==> src/rtl/out_port_fifo_if.sv <==
// Handshake bundle between the processor output port, the FIFO and its consumer.
// The slave modport is the FIFO; the master modport is the producer/consumer side.
interface out_port_fifo_if #(
    parameter int WIDTH = 16,
    parameter int PTR_W = 2
);
    logic             wr_en;
    logic [WIDTH-1:0] write_out;
    logic             full;
    logic [PTR_W:0]   count;
    logic [WIDTH-1:0] dout;
    logic             dout_valid;
    logic             dout_ready;
    logic             overflow;

    modport master (
        output wr_en, write_out, dout_ready,
        input  full, count, dout, dout_valid, overflow
    );

    modport slave (
        input  wr_en, write_out, dout_ready,
        output full, count, dout, dout_valid, overflow
    );
endinterface

==> src/rtl/out_port_fifo.sv <==
// Show-ahead FIFO capturing processor output writes and presenting them to a
// valid/ready consumer; a write into a full FIFO with no pop is dropped and flagged.
module out_port_fifo #(
    parameter int WIDTH = 16,
    parameter int DEPTH = 4,
    parameter int PTR_W = 2
) (
    input logic            clock,
    input logic            rst,
    out_port_fifo_if.slave port
);
    localparam logic [PTR_W:0]   DEPTH_C = (PTR_W+1)'(DEPTH);
    localparam logic [PTR_W-1:0] PTR_ONE = PTR_W'(1);
    localparam logic [PTR_W:0]   CNT_ONE = (PTR_W+1)'(1);

    logic [WIDTH-1:0] mem_r [DEPTH];
    logic [PTR_W-1:0] wr_ptr_r;
    logic [PTR_W-1:0] rd_ptr_r;
    logic [PTR_W:0]   count_r;
    logic             overflow_r;
    logic             full_s;
    logic             valid_s;
    logic             push_s;
    logic             pop_s;
    logic             drop_s;

    assign full_s  = (count_r == DEPTH_C);
    assign valid_s = (count_r != {(PTR_W+1){1'b0}});
    assign pop_s   = valid_s & port.dout_ready;
    // A full FIFO still accepts a write when the head leaves in the same cycle.
    assign push_s  = port.wr_en & (~full_s | pop_s);
    assign drop_s  = port.wr_en & full_s & ~pop_s;

    // Storage array; deliberately not reset.
    always_ff @(posedge clock) begin
        if (push_s) begin
            mem_r[wr_ptr_r] <= port.write_out;
        end
    end

    // Pointers, occupancy and sticky overflow flag.
    always_ff @(posedge clock or negedge rst) begin
        if (!rst) begin
            wr_ptr_r   <= {PTR_W{1'b0}};
            rd_ptr_r   <= {PTR_W{1'b0}};
            count_r    <= {(PTR_W+1){1'b0}};
            overflow_r <= 1'b0;
        end else begin
            if (push_s) begin
                wr_ptr_r <= wr_ptr_r + PTR_ONE;
            end
            if (pop_s) begin
                rd_ptr_r <= rd_ptr_r + PTR_ONE;
            end
            case ({push_s, pop_s})
                2'b10:   count_r <= count_r + CNT_ONE;
                2'b01:   count_r <= count_r - CNT_ONE;
                default: count_r <= count_r;
            endcase
            if (drop_s) begin
                overflow_r <= 1'b1;
            end
        end
    end

    // Head word is shown ahead of the pop and held at zero while empty.
    always_comb begin
        port.dout = {WIDTH{1'b0}};
        if (valid_s) begin
            port.dout = mem_r[rd_ptr_r];
        end else begin
            port.dout = {WIDTH{1'b0}};
        end
    end

    assign port.full       = full_s;
    assign port.count      = count_r;
    assign port.dout_valid = valid_s;
    assign port.overflow   = overflow_r;
endmodule

==> src/flat_wrapper.sv <==
// flat-port wrapper written by rule: the top's interface ports become plain ports
module out_port_fifo_flat 
#(
    parameter int WIDTH = 16,
    parameter int DEPTH = 4,
    parameter int PTR_W = 2
)
  (clock, rst, port_wr_en, port_write_out, port_dout_ready, port_full, port_count, port_dout, port_dout_valid, port_overflow);
  out_port_fifo_if #(.WIDTH(WIDTH), .PTR_W(PTR_W)) port_i ();
  input logic clock;
  input logic rst;
  input wire logic [$bits(port_i.wr_en)-1:0] port_wr_en;
  input wire logic [$bits(port_i.write_out)-1:0] port_write_out;
  input wire logic [$bits(port_i.dout_ready)-1:0] port_dout_ready;
  output wire logic [$bits(port_i.full)-1:0] port_full;
  output wire logic [$bits(port_i.count)-1:0] port_count;
  output wire logic [$bits(port_i.dout)-1:0] port_dout;
  output wire logic [$bits(port_i.dout_valid)-1:0] port_dout_valid;
  output wire logic [$bits(port_i.overflow)-1:0] port_overflow;
  assign port_i.wr_en = port_wr_en;
  assign port_i.write_out = port_write_out;
  assign port_i.dout_ready = port_dout_ready;
  assign port_full = port_i.full;
  assign port_count = port_i.count;
  assign port_dout = port_i.dout;
  assign port_dout_valid = port_i.dout_valid;
  assign port_overflow = port_i.overflow;
  out_port_fifo #(.WIDTH(WIDTH), .DEPTH(DEPTH), .PTR_W(PTR_W)) u_core (.clock(clock), .rst(rst), .port(port_i));
endmodule
==> config.mk <==
export PLATFORM = sky130hd
export DESIGN_NAME = out_port_fifo_flat
export DESIGN_NICKNAME = d
export VERILOG_FILES = /design/src/rtl/out_port_fifo_if.sv /design/src/rtl/out_port_fifo.sv /design/src/flat_wrapper.sv
export SDC_FILE = /design/constraint.sdc
export NUM_CORES = 1
export LEC_CHECK = 0
export ABC_AREA = 1
export CORE_MARGIN = 2
export CORE_UTILIZATION = 49
export CTS_CLUSTER_SIZE = 24
export DETAILED_ROUTE_END_ITERATION = 10
export PLACE_DENSITY_LB_ADDON = 0.12
export SYNTH_ARGS = -nofsm -noshare
export SYNTH_HDL_FRONTEND = slang
export SYNTH_SLANG_ARGS = --single-unit
==> constraint.sdc <==
create_clock -name clock -period 2.1 [get_ports clock]
set_clock_uncertainty 0.1 [all_clocks]
set_input_delay 0.315 -clock clock [delete_from_list [all_inputs] [get_ports clock]]
set_output_delay 0.315 -clock clock [all_outputs]
set_load 0.02 [all_outputs]
==> flow_summary.toml, run 1 <==
[synth]
synth.distinct_cells = 25
postSynthAreaPerCell_um2 = 10.5
async_flop_share_pct = 11.1
synth_fp_nets = 341
ys_ff_latch = 72
synth_area_um2 = 3310
synthFlopType = "edfxtp_1"
synth-edff-count = 64
yosys_warnings = 0
syn_inst = 315
ys_seq_area_share_pct = 64.2

[global_route]
grt_max_degree = 34
antenna_found_initial = 0
grt.total_usage_pct = 18.4
grt_pass1_wl_mm = 9.96
grt_pass1_vias = 2046
overflow = 0

[clock_network]
numCtsBuffers = 9
clock-sinks = 72
cts_buffer_depth = 2
cts_tree = "done"
insertion_delay_ns = 0.34
clk_pin_slew_ns = 0.07
cts-htree-levels = 3
cts_setup_buffers = 0
cts-root-buf = "clkbuf_8"

[drt]
drt_iter0_markers = 129
finalWirelength_mm = 6.17
routed_via_density = 4.76
avgRoutedWirePerCell_um = 13.5
first_pass_iters = 4
post-route-drc-count = 0
ant_nets = 0
dr_total_vias = 2169

[finish]
diodes = 0
final_cell_mix = "inv_1 (79), nand2_1 (77), edfxtp_1 (64), nand3_1 (35), clkdlybuf4s50_1 (24)"
post-route-util_pct = 62.9
layout.nets = 400
drive_gt1_share_pct = 15.3
areaGrowthSynthToFinish_pct = 22.1
final_common_cell = "inv_1"

[placement]
gp_congestion = 0.716
io_buffers = 41
dpl.hpwl_mm = 4.03

[floorplanning]
fp.dieH_um = 86.1
fp-row-count = 29
start_util_pct = 51.5
fp.coreArea_um2 = 6420
pin_count = 42
fp.dieW_um = 86.1
design.die.area_um2 = 7420

[setup_path]
reg2reg_depth = 10
path_max_fanout = 33
reg2reg_to = "u_core.port.count[2]$_DFFE_PN0P_"
crit_start = "u_core.rd_ptr_r[0]$_DFFE_PN0P_"
worst_r2r_startpoint = "u_core.port.count[1]$_DFFE_PN0P_"
crit_path_end = "port_dout[14]"
timing.reg2reg.setup_slack_ns = 0.17
critPathKind = "flip-flop to primary output"
critPathArrivalTime_ns = 1.66
required_ns = 1.68
start_kind = "flip-flop"
end_kind = "primary output"

[power]
p_leak_nw = 1.85
peakVddDrop_v = 0.000594
p_per_area_nw_per_um2 = 1420

[sta]
setup_violations = 0
hold_viol = 0
holdWs_ns = 0.151
rsz0062_at_grt = "true"
tightest_slew_ns = 0.386
max_freq_ghz = 0.481
slew_viol_final = 0
period_needed_ns = 2.08
fin_crit_sh_pct = 99.0
slew_headroom_pct = 74.2

[worst_hold_path]
min_path_type = "primary input to asynchronous set/reset pin"

[outcome]
status = "completed"

[job]
maxCapViolCount = 0
==> cell usage after synthesis, types with 2 or more instances <==
master | n | area share, %
nand3_1 | 35 | 5.3
inv_4 | 2 | 0.38
inv_1 | 79 | 9.0
buf_4 | 2 | 0.45
edfxtp_1 | 64 | 58
a21oi_2 | 10 | 2.6
nand2_1 | 77 | 8.7
buf_6 | 4 | 1.4
nand2_4 | 2 | 0.68
dfrtp_1 | 8 | 6.1
a21oi_1 | 6 | 0.91
xnor2_1 | 2 | 0.53
ha_1 | 5 | 1.9
o21ai_0 | 2 | 0.30
buf_2 | 4 | 0.61
nor2_1 | 4 | 0.45
==> cells by family (layout without fill, tap and decap cells) <==
kind of cell               after synthesis  after routing  share of synthesized area, %
AOI/OAI and AO/OA                       19             19                          4.09
and+or+nand+nor                        123            123                          16.2
DFF                                     72             72                          64.2
buffers and inverters                   93            157                          12.5
adders and majority gates                6              6                          2.50
xor gates and xnor gates                 2              2                         0.530
==> worst max-delay path: stages, from the launching register on <==
cell and delay, ns:
dfrtp_1 0.43, inv_4 0.30, nand2_1 0.11, nand3_1 0.10, a21oi_2 0.06, dlygate4sd2_1 0.32
==> stage by stage <==
stage / setup slack [ns] / cells / total power, mW / area (µm²) / TNS (ns)
finish: 0.0211 / 456 / 5.73 / 4040 / 0
CTS: 0.000251 / 456 / 5.83 / 4060 / 0
floorplan: 0.104 / 315 / 3.78 / 3310 / 0
global route: -0.0964 / 456 / 6.12 / 4040 / -0.676
global placement: 0.0269 / 440 / 4.77 / 3850 / 0
detailed placement: -0.0244 / 440 / 4.81 / 3850 / -0.0244
==> power breakdown <==
group	switching [mW]	total (mW)	internal (mW)
combinational	1.60	2.53	0.934
clock	0.521	1.19	0.670
sequential	0.133	2.01	1.87
==> per-layer routing <==
metal,up-vias,part of all wire (%),track usage [%]
li1,1103,-,-
met1,1013,45,23.5
met2,43,48,28.8
met3,10,4.7,4.72
met4,0,1.9,9.81
met5,-,0,0
==> how the worst min path moves through the flow <==
stage / end / start / cells past startpoint / slack (ns)
2_1_floorplan: u_core.port.count[0]$_DFFE_PN0P_ / rst / 0 / -0.08
3_3_place_gp: u_core.port.overflow$_DFFE_PN0P_ / u_core.port.overflow$_DFFE_PN0P_ / 1 / 0.37
3_5_place_dp: u_core.port.overflow$_DFFE_PN0P_ / u_core.port.overflow$_DFFE_PN0P_ / 1 / 0.38
4_1_cts: u_core.port.count[0]$_DFFE_PN0P_ / rst / 1 / 0.14
5_1_grt: u_core.port.count[0]$_DFFE_PN0P_ / rst / 1 / 0.18
6_report: u_core.port.count[0]$_DFFE_PN0P_ / rst / 1 / 0.15
==> state kept, by name (all words and copies together) (netlist names) <==
register,count
u_core.mem_r,64
u_core.port.count,3
u_core.port.overflow,1
u_core.rd_ptr_r,2
u_core.wr_ptr_r,2
==> timing repair <==
action | CTS | global route
hold buffers | 0 | 0
pin swaps | 0 | 0
setup endpoints to repair | 17 | 16
resized for setup | 22 | 8
==> cell type report <==
type                    instances  area (µm²)
multi-input cells             150         771
well taps                      77        96.3
fillers                       523        2380
clock inverters                 7        96.3
repair buffers                 59         507
flip-flops and latches         72        2120
clock buffers                   9         124
inverters                      82         320
(Power assumes the default switching activity.)
==> run 2: changes to the inputs <==
--- a/config.mk
+++ b/config.mk
@@ -11,6 +11,8 @@
 export CTS_CLUSTER_SIZE = 24
 export DETAILED_ROUTE_END_ITERATION = 10
 export PLACE_DENSITY_LB_ADDON = 0.12
+export RECOVER_POWER = 50
+export SETUP_SLACK_MARGIN = 0.15
 export SYNTH_ARGS = -nofsm -noshare
 export SYNTH_HDL_FRONTEND = slang
 export SYNTH_SLANG_ARGS = --single-unit
==> flow_summary.toml, run 2 (synthesis results as in run 1) <==
[outcome]
status = "completed"

[finish]
diodes = 0
final_common_cell = "nand2_1"
top_register = "u_core.mem_r"
drive_gt1_share_pct = 19.5
final_cell_mix = "nand2_1 (78), inv_1 (77), edfxtp_1 (64), nand3_1 (35), buf_4 (22)"
largest_register_ff_count = 64
final_cells = 457
layout.nets = 401
areaGrowthSynthToFinish_pct = 22.7

[setup_path]
reg2reg_to = "u_core.port.count[2]$_DFFE_PN0P_"
crit_start = "u_core.port.count[0]$_DFFE_PN0P_"
crit_chain = "buf_4 > nor3_1 > dlygate4sd2_1"
path_max_fanout = 4
crit_cells = 3
worst_r2r_startpoint = "u_core.port.count[1]$_DFFE_PN0P_"
required_ns = 1.68
crit_buf_inv = 2
start_kind = "flip-flop"
end_kind = "primary output"
timing.reg2reg.setup_slack_ns = 0.22
crit_path_end = "port_full"
reg2reg_depth = 10
critPathKind = "flip-flop to primary output"
cpPeakStageDelay_ns = 0.41
cpLargestDelayFamily = "buffers and inverters"
cpMaxStageDelayCell = "dfrtp_1"
critPathArrivalTime_ns = 1.54

[sta]
max_freq_ghz = 0.511
hold_viol = 0
holdWs_ns = 0.225
setup_violations = 0
tightest_slew_ns = 0.393
period_needed_ns = 1.96
slew_viol_final = 0
finalSetupTns_ns = 0
slew_headroom_pct = 73.7
rsz0062_at_grt = "true"
fin_crit_sh_pct = 93.2

[global_route]
grt.total_usage_pct = 18.4
overflow = 0
antenna_found_initial = 0
grt_pass1_wl_mm = 9.99
grt_max_degree = 34
grt_pass1_vias = 2054

[drt]
dr_total_vias = 2177
first_pass_iters = 4
finalWirelength_mm = 6.22
avgRoutedWirePerCell_um = 13.6
routed_via_density = 4.76
drt_iter0_markers = 153
ant_nets = 0
post-route-drc-count = 0

[floorplanning]
fp.dieH_um = 86.1
start_util_pct = 51.5
fp.coreArea_um2 = 6420
pin_count = 42
fp.dieW_um = 86.1
fp-row-count = 29
design.die.area_um2 = 7420

[worst_hold_path]
min_path_type = "primary input to asynchronous set/reset pin"

[placement]
dpl.hpwl_mm = 4.03
io_buffers = 41
dp.cells = 440
gp_congestion = 0.716

[clock_network]
cts-root-buf = "clkbuf_8"
ctsHoldBuffers = 0
cts-htree-levels = 3
cts_tree = "done"
clock-sinks = 72
clk_pin_slew_ns = 0.07
cts_buffer_depth = 2
numCtsBuffers = 9
insertion_delay_ns = 0.34

[job]
maxCapViolCount = 0

[power]
power_mw = 5.85
peakVddDrop_v = 0.000611
p_per_area_nw_per_um2 = 1440
p_leak_nw = 1.84
==> run 2: area by class of cell <==
class / instances / area (µm²)
Multi-Input combinational cell: 150 / 792
Inverter: 82 / 325
Sequential cell: 72 / 2120
Clock inverter: 7 / 96.3
Timing Repair Buffer: 60 / 497
Tap cell: 77 / 96.3
Clock buffer: 9 / 124
Fill cell: 530 / 2370
==> run 2: worst reg2reg max path, stage by stage, from the launching register on <==
cell,delay [ns]
dfrtp_1,0.45
nor2_4,0.19
nand3_4,0.08
nand2_1,0.09
ha_2,0.19
inv_2,0.05
fa_2,0.36
inv_1,0.06
nand2_1,0.06
nand4_1,0.08
nand2_1,0.06
==> run 2: stage by stage <==
| step | setup slack, ns | instance area [µm²] | utilization [%] |
|---|---|---|---|
| floorplan | 0.104 | 3310 | - |
| global placement | 0.0269 | 3850 | 60.0 |
| detailed placement | -0.0244 | 3850 | 60.0 |
| CTS | 0.00364 | 4070 | 63.4 |
| global route | 0.0524 | 4060 | 63.1 |
| finish | 0.143 | 4060 | 63.1 |
==> run 2: metal layers <==
layer	GRT usage, %	wire length [µm]	up-vias
met1	23.6	2750	1009
li1	-	-	1105
met5	0	0	-
met4	9.81	112	0
met3	4.72	328	10
met2	28.8	3030	53
==> run 2: worst min path at each step <==
| stage | from | end | slack [ns] |
|---|---|---|---|
| final | rst | u_core.port.count[0]$_DFFE_PN0P_ | 0.23 |
| after floorplan | rst | u_core.port.count[0]$_DFFE_PN0P_ | -0.08 |
| after CTS | rst | u_core.port.count[0]$_DFFE_PN0P_ | 0.14 |
| after global routing | rst | u_core.port.count[0]$_DFFE_PN0P_ | 0.25 |
| after detailed placement | u_core.port.overflow$_DFFE_PN0P_ | u_core.port.overflow$_DFFE_PN0P_ | 0.38 |
| after global placement | u_core.port.overflow$_DFFE_PN0P_ | u_core.port.overflow$_DFFE_PN0P_ | 0.37 |
==> run 2: report_power, final <==
group / internal (mW) / switching (mW)
clock: 0.670 / 0.516
combinational: 1.00 / 1.63
sequential: 1.88 / 0.147
==> run 2: repair_timing <==
| item | in CTS | in global routing |
|---|---|---|
| pin swaps | 0 | 5 |
| setup buffers | 0 | 1 |
| endpoints found under the setup margin | 18 | 18 |
| gates resized for setup | 44 | 46 |
